==> src/rtl/udp_ctrl_pkg.sv <==
// udp_ctrl_pkg: shared types and constants for the UDP packet-RAM ownership controller.
package udp_ctrl_pkg;

  localparam int RAM_AW_DEF    = 9;
  localparam int PRELOAD_WORDS = 5;

  localparam logic [15:0] DEF_DATA_LEN  = 16'd28;
  localparam logic [15:0] DEF_TOTAL_LEN = 16'd48;

  typedef enum logic [2:0] {
    ST_INIT    = 3'd0,
    ST_IDLE    = 3'd1,
    ST_RX_FILL = 3'd2,
    ST_TX_REQ  = 3'd3,
    ST_TX_WAIT = 3'd4
  } state_e;

  // Default payload "HELLO ALINX AX516 \n\r", one 32-bit word per index.
  function automatic logic [31:0] preload_word(input logic [2:0] idx);
    case (idx)
      3'd0:    return 32'h48454C4C;  // "HELL"
      3'd1:    return 32'h4F20414C;  // "O AL"
      3'd2:    return 32'h494E5820;  // "INX "
      3'd3:    return 32'h41583531;  // "AX51"
      3'd4:    return 32'h36200A0D;  // "6 \n\r"
      default: return 32'h0;
    endcase
  endfunction

endpackage

==> src/rtl/udp_beacon_timer.sv <==
// udp_beacon_timer: saturating up-counter; expired stays high until cleared.
module udp_beacon_timer #(
  parameter int CYCLES = 1000
) (
  input  logic clk,
  input  logic reset_n,
  input  logic en,
  input  logic clr,
  output logic expired
);

  localparam int W = (CYCLES > 1) ? $clog2(CYCLES) : 1;
  localparam logic [W-1:0] LAST = W'(CYCLES - 1);

  logic [W-1:0] cnt_q, cnt_d;

  // Count while enabled, park at LAST, clear wins over counting.
  always_comb begin
    cnt_d = cnt_q;
    if (clr)                     cnt_d = '0;
    else if (en && cnt_q != LAST) cnt_d = cnt_q + 1'b1;
  end

  // Counter register, synchronous active-low reset.
  always_ff @(posedge clk) begin
    if (!reset_n) cnt_q <= '0;
    else          cnt_q <= cnt_d;
  end

  assign expired = (cnt_q == LAST);

endmodule

==> src/rtl/udp_buf_ctrl.sv <==
// udp_buf_ctrl: owns the UDP packet RAM write port and schedules transmissions.
// Preloads a default payload, hands the write port to the rx engine for one
// packet, then echoes it. Optional periodic beacon is built when UDP_BEACON_EN
// is defined; without it, transmissions happen only as echoes after rx_done.
module udp_buf_ctrl
  import udp_ctrl_pkg::*;
#(
  parameter int RAM_AW        = RAM_AW_DEF,
  parameter int PRELOAD_BASE  = 1,
  parameter int BEACON_CYCLES = 125000000,
  parameter int TX_TIMEOUT    = 4096
) (
  input  logic              clk,
  input  logic              reset_n,
  input  logic              rx_start,
  input  logic              rx_wr_valid,
  input  logic [RAM_AW-1:0] rx_wr_addr,
  input  logic [31:0]       rx_wr_data,
  input  logic              rx_done,
  input  logic              rx_abort,
  input  logic [15:0]       rx_data_length,
  input  logic [15:0]       rx_total_length,
  input  logic              tx_busy,
  output logic              tx_start,
  output logic [15:0]       tx_data_length,
  output logic [15:0]       tx_total_length,
  output logic              ram_we,
  output logic [RAM_AW-1:0] ram_waddr,
  output logic [31:0]       ram_wdata,
  output logic [15:0]       rx_drop_cnt,
  output logic [2:0]        state_o
);

  localparam int TO_W = $clog2(TX_TIMEOUT + 1);

  state_e            state_q, state_d;
  logic [2:0]        idx_q, idx_d;
  logic              tx_start_q, tx_start_d;
  logic              ram_we_q, ram_we_d;
  logic [RAM_AW-1:0] ram_waddr_q, ram_waddr_d;
  logic [31:0]       ram_wdata_q, ram_wdata_d;
  logic [15:0]       dlen_q, dlen_d;
  logic [15:0]       tlen_q, tlen_d;
  logic [15:0]       drop_cnt_q, drop_cnt_d;
  logic              drop_q, drop_d;
  logic              rose_q, rose_d;
  logic [TO_W-1:0]   to_cnt_q, to_cnt_d;
  logic              beacon_exp;
  logic              beacon_clr;

  // FSM next state, RAM write port, tx request and length bookkeeping.
  always_comb begin
    state_d     = state_q;
    idx_d       = idx_q;
    tx_start_d  = 1'b0;
    ram_we_d    = 1'b0;
    ram_waddr_d = ram_waddr_q;
    ram_wdata_d = ram_wdata_q;
    dlen_d      = dlen_q;
    tlen_d      = tlen_q;
    rose_d      = rose_q;
    to_cnt_d    = to_cnt_q;
    beacon_clr  = 1'b0;
    case (state_q)
      ST_INIT: begin
        ram_we_d    = 1'b1;
        ram_waddr_d = RAM_AW'(PRELOAD_BASE) + RAM_AW'(idx_q);
        ram_wdata_d = preload_word(idx_q);
        dlen_d      = DEF_DATA_LEN;
        tlen_d      = DEF_TOTAL_LEN;
        if (idx_q == 3'(PRELOAD_WORDS - 1)) begin
          idx_d   = '0;
          state_d = ST_IDLE;
        end else begin
          idx_d = idx_q + 3'd1;
        end
      end
      // rx takes priority; an expired beacon simply stays pending.
      ST_IDLE: begin
        if (rx_start)        state_d = ST_RX_FILL;
        else if (beacon_exp) state_d = ST_TX_REQ;
      end
      ST_RX_FILL: begin
        // A second rx_start mid-packet marks the rest as dropped: stop writing.
        if (rx_wr_valid && !drop_q) begin
          ram_we_d    = 1'b1;
          ram_waddr_d = rx_wr_addr;
          ram_wdata_d = rx_wr_data;
        end
        if (rx_abort) begin
          idx_d   = '0;
          dlen_d  = DEF_DATA_LEN;
          tlen_d  = DEF_TOTAL_LEN;
          state_d = ST_INIT;
        end else if (rx_done) begin
          dlen_d  = rx_data_length;
          tlen_d  = rx_total_length;
          state_d = ST_TX_REQ;
        end
      end
      ST_TX_REQ: begin
        if (!tx_busy) begin
          tx_start_d = 1'b1;
          rose_d     = 1'b0;
          to_cnt_d   = '0;
          state_d    = ST_TX_WAIT;
        end
      end
      // Wait for busy to rise then fall; give up if it never rises.
      ST_TX_WAIT: begin
        if (rose_q) begin
          if (!tx_busy) begin
            beacon_clr = 1'b1;
            state_d    = ST_IDLE;
          end
        end else if (tx_busy) begin
          rose_d = 1'b1;
        end else if (to_cnt_q == TO_W'(TX_TIMEOUT - 1)) begin
          state_d = ST_IDLE;
        end else begin
          to_cnt_d = to_cnt_q + 1'b1;
        end
      end
      default: state_d = ST_INIT;
    endcase
  end

  // Refused-packet accounting: rx_start anywhere but IDLE is a drop.
  always_comb begin
    drop_cnt_d = drop_cnt_q;
    drop_d     = drop_q;
    if (rx_done || rx_abort) drop_d = 1'b0;
    if (rx_start) begin
      if (state_q == ST_IDLE) begin
        drop_d = 1'b0;
      end else begin
        drop_d = 1'b1;
        if (drop_cnt_q != 16'hFFFF) drop_cnt_d = drop_cnt_q + 16'd1;
      end
    end
  end

  // State and output registers, synchronous active-low reset.
  always_ff @(posedge clk) begin
    if (!reset_n) begin
      state_q     <= ST_INIT;
      idx_q       <= '0;
      tx_start_q  <= 1'b0;
      ram_we_q    <= 1'b0;
      ram_waddr_q <= '0;
      ram_wdata_q <= '0;
      dlen_q      <= DEF_DATA_LEN;
      tlen_q      <= DEF_TOTAL_LEN;
      drop_cnt_q  <= '0;
      drop_q      <= 1'b0;
      rose_q      <= 1'b0;
      to_cnt_q    <= '0;
    end else begin
      state_q     <= state_d;
      idx_q       <= idx_d;
      tx_start_q  <= tx_start_d;
      ram_we_q    <= ram_we_d;
      ram_waddr_q <= ram_waddr_d;
      ram_wdata_q <= ram_wdata_d;
      dlen_q      <= dlen_d;
      tlen_q      <= tlen_d;
      drop_cnt_q  <= drop_cnt_d;
      drop_q      <= drop_d;
      rose_q      <= rose_d;
      to_cnt_q    <= to_cnt_d;
    end
  end

`ifdef UDP_BEACON_EN
  // Beacon runs everywhere except during preload; cleared on tx completion.
  udp_beacon_timer #(.CYCLES(BEACON_CYCLES)) u_beacon (
    .clk     (clk),
    .reset_n (reset_n),
    .en      (state_q != ST_INIT),
    .clr     (beacon_clr),
    .expired (beacon_exp)
  );
`else
  logic unused_beacon;
  assign beacon_exp    = 1'b0;
  assign unused_beacon = ^{beacon_clr, BEACON_CYCLES};
`endif

  assign tx_start        = tx_start_q;
  assign tx_data_length  = dlen_q;
  assign tx_total_length = tlen_q;
  assign ram_we          = ram_we_q;
  assign ram_waddr       = ram_waddr_q;
  assign ram_wdata       = ram_wdata_q;
  assign rx_drop_cnt     = drop_cnt_q;
  assign state_o         = state_q;

endmodule

==> config.mk <==
export PLATFORM = sky130hd
export DESIGN_NAME = udp_buf_ctrl
export DESIGN_NICKNAME = d
export VERILOG_FILES = /design/src/rtl/udp_ctrl_pkg.sv /design/src/rtl/udp_beacon_timer.sv /design/src/rtl/udp_buf_ctrl.sv
export SDC_FILE = /design/constraint.sdc
export NUM_CORES = 1
export LEC_CHECK = 0
export ABC_AREA = 1
export CORE_ASPECT_RATIO = 0.5
export CORE_MARGIN = 2
export CORE_UTILIZATION = 49
export DETAILED_ROUTE_END_ITERATION = 8
export PLACE_DENSITY = 0.85
export SYNTH_ARGS = -nofsm -noshare
export SYNTH_HDL_FRONTEND = slang
export SYNTH_SLANG_ARGS = --single-unit
==> constraint.sdc <==
create_clock -name clk -period 5.05 [get_ports clk]
set_clock_uncertainty 0.2 [all_clocks]
set_input_delay 1.515 -clock clk [delete_from_list [all_inputs] [get_ports clk]]
set_output_delay 1.515 -clock clk [all_outputs]
set_load 0.1 [all_outputs]
==> flow_summary.yaml <==
detailed_routing:
  drtIter0Drc: 410
  vias: 5409
  drc: 0
  ant_nets: 0
  wl_per_cell_um: 14.7
  routed_wl_mm: 14.9
  viasPerCell: 5.35
  first_pass_iters: 6
setup_path:
  crit_slowest_cell: "clkdlybuf4s50_1"
  critPathRequiredTime_ps: 3340
  criticalPathCategory: "reg -> out"
  cp-start-kind: "register"
  path_cells: "buf_4 -> clkdlybuf4s50_1"
  path_max_fanout: 17
  slowest_delay_ps: 1200
  cp-end-kind: "primary output"
  worstPathArrival_ps: 2090
place:
  dp.final_hpwl_mm: 10.3
  port-buffer-count: 173
  place_inst: 996
  place_congestion: 0.850
  pre_cts_ws_ps: 1160
cells_and_area:
  layoutNonFillerInstCount: 1011
  layout.nets: 954
  final_cell_mix: "clkdlybuf4s50_1 (173), nand2_1 (163), dfxtp_1 (112)"
  diodes: 0
  mostFrequentLayoutCell: "clkdlybuf4s50_1"
  areaGrowthSynthToFinish_pct: 40.4
  drive_gt1_share_pct: 4.82
power_and_ir_drop:
  ir_drop_uv: 369
  p_per_area_nw_per_um2: 506
  p_total_mw: 3.61
  p_leak_nw: 2.54
cts:
  cts_hold_buf: 0
  worstSkewPairLatency_ps: 350
  numCtsBuffers: 9
  cts.sinks: 112
  h-tree-depth: 3
  cts_tree: "yes"
  cts_setup_buffers: 0
  post_cts_resized: 0
  clkTransAtPathRegs_ps: 70
  clock_path_buffers: 2
  cts_root_buf: "clkbuf_16"
synth:
  synthTopCellsByArea: "dfxtp_1 (44%), nand2_1 (12%), a21oi_1 (10%)"
  synth_top_cell_by_area: "dfxtp_1"
  syn_area_per_cell_um2: 7.08
  synthesis.yosys.warnings: 0
  synth-seq-area-share_pct: 44.2
  syn-instance-count: 717
  synth_cell_type_count: 30
  syn_nets: 804
  ys_ff_latch: 112
  netlist_area_um2: 5080
  synth_top_area_share_pct: 44.2
die:
  die_w_um: 148
  die_h_um: 76.0
  start_util_pct: 50.0
  pin_count: 174
  core_area_um2: 10100
  fp.dieArea_um2: 11200
  num_rows: 26
timing:
  max_freq_mhz: 263
  worst_slack_ps: 1250
  fin_crit_sh_pct: 75.3
  tightestPinTransition_ps: 1150
  slew_headroom_pct: 23.6
  drv_slew: 0
  finalSetupViolations: 0
  period_needed_ps: 3800
  hold_viol: 0
  finalSetupTns_ps: 0
  rsz0062_at_grt: "false"
outcome:
  status: "completed"
global_route:
  overflow: 0
  grt_max_degree: 64
  grt_pass1_wl_mm: 24.6
  grt_pass1_vias: 5222
  antenna_found_initial: 0
  track_usage_pct: 26.6
hold_path:
  hold_class: "reg -> reg"
run:
  maxCapViolCount: 0
[power breakdown]
| part | total (mW) | internal [mW] | leakage (nW) | switching [mW] |
|---|---|---|---|---|
| clock | 0.725 | 0.385 | 0.142 | 0.340 |
| combinational | 1.78 | 0.426 | 1.49 | 1.36 |
| sequential | 1.10 | 1.02 | 0.910 | 0.0855 |
[synth_stat cells]
| cell | count |
|---|---|
| nand2_1 | 163 |
| dfxtp_1 | 112 |
| a21oi_1 | 101 |
| nand3_1 | 77 |
| nor2_1 | 60 |
| o21ai_0 | 45 |
| inv_1 | 44 |
| clkbuf_1 | 19 |
| buf_2 | 13 |
| nor3_1 | 12 |
| nand4_1 | 9 |
| a31oi_1 | 8 |
| ha_1 | 7 |
| inv_2 | 7 |
| o21ai_1 | 7 |
| buf_4 | 5 |
| o21bai_1 | 5 |
| xor2_1 | 4 |
| nand2_2 | 3 |
| nand2_4 | 3 |
| a21oi_2 | 2 |
| nor2_2 | 2 |
| o21ai_2 | 2 |
| a22oi_1 | 1 |
| buf_1 | 1 |
| buf_6 | 1 |
| clkinv_1 | 1 |
| nor2_4 | 1 |
| nor3_2 | 1 |
| nor3b_1 | 1 |
[area by class of cell]
class                   instances  area [µm²]
well taps                     140         175
clock buffers                   9         225
clock inverters                 6        68.8
repair buffers                178        1770
flip-flops and latches        112        2240
multi-input cells             514        2450
fillers                       830        3020
inverters                      52         195
[registers in the layout (all words and copies together) (netlist names)]
name             cells
drop_q               1
idx_q                3
ram_waddr            9
ram_wdata           32
ram_we               1
rose_q               1
rx_drop_cnt         16
state_o              3
to_cnt_q            13
tx_data_length      16
tx_start             1
tx_total_length     16
[layer usage]
| metal | track usage, % | part of all wire [%] | wire length [µm] | vias to the layer above |
|---|---|---|---|---|
| met3 | 8.68 | 7.1 | 1060 | 46 |
| met4 | 9.05 | 3.4 | 503 | 0 |
| met5 | 0 | 0 | 0 | - |
| li1 | - | - | - | 2675 |
| met2 | 44.2 | 48 | 7080 | 201 |
| met1 | 32.6 | 42 | 6260 | 2487 |
[worst max-delay path: cells and delay by family, from the launching register on]
family                 cells  cell delay [ps]
buffers and inverters      2             1430
DFF                        1              310
[path summary, 6_finish.rpt]
check                                        start  slack, ps                          endpoint  depth (start not counted)
hold reg to reg   tx_total_length[13]$_SDFFE_PN0P_        260  tx_total_length[13]$_SDFFE_PN0P_                          2
setup / recovery           state_o[1]$_SDFFE_PN0P_       1250                        state_o[1]                          2
setup reg to reg           state_o[0]$_SDFFE_PN0P_       2640        ram_wdata[18]$_SDFFE_PN0P_                          6
hold / removal    tx_total_length[13]$_SDFFE_PN0P_        260  tx_total_length[13]$_SDFFE_PN0P_                          2
[stage by stage]
stage / utilization [%] / hold slack, ps / area [µm²]
floorplan: - / 262 / 5080
global placement: 67.3 / 249 / 6840
detailed placement: 67.3 / 254 / 6840
CTS: 70.2 / 264 / 7130
global route: 70.2 / 283 / 7130
finish: 70.2 / 262 / 7130
[cell families after synthesis]
kind of cell	count (synthesis)	share of synthesized area, %
buf+inv	91	7.57
fa+ha+maj	7	1.72
flops	112	44.2
simple gates	332	28.2
xor+xnor	4	0.690
compound gates	171	17.6
Power figures use the tool's default switching activity.
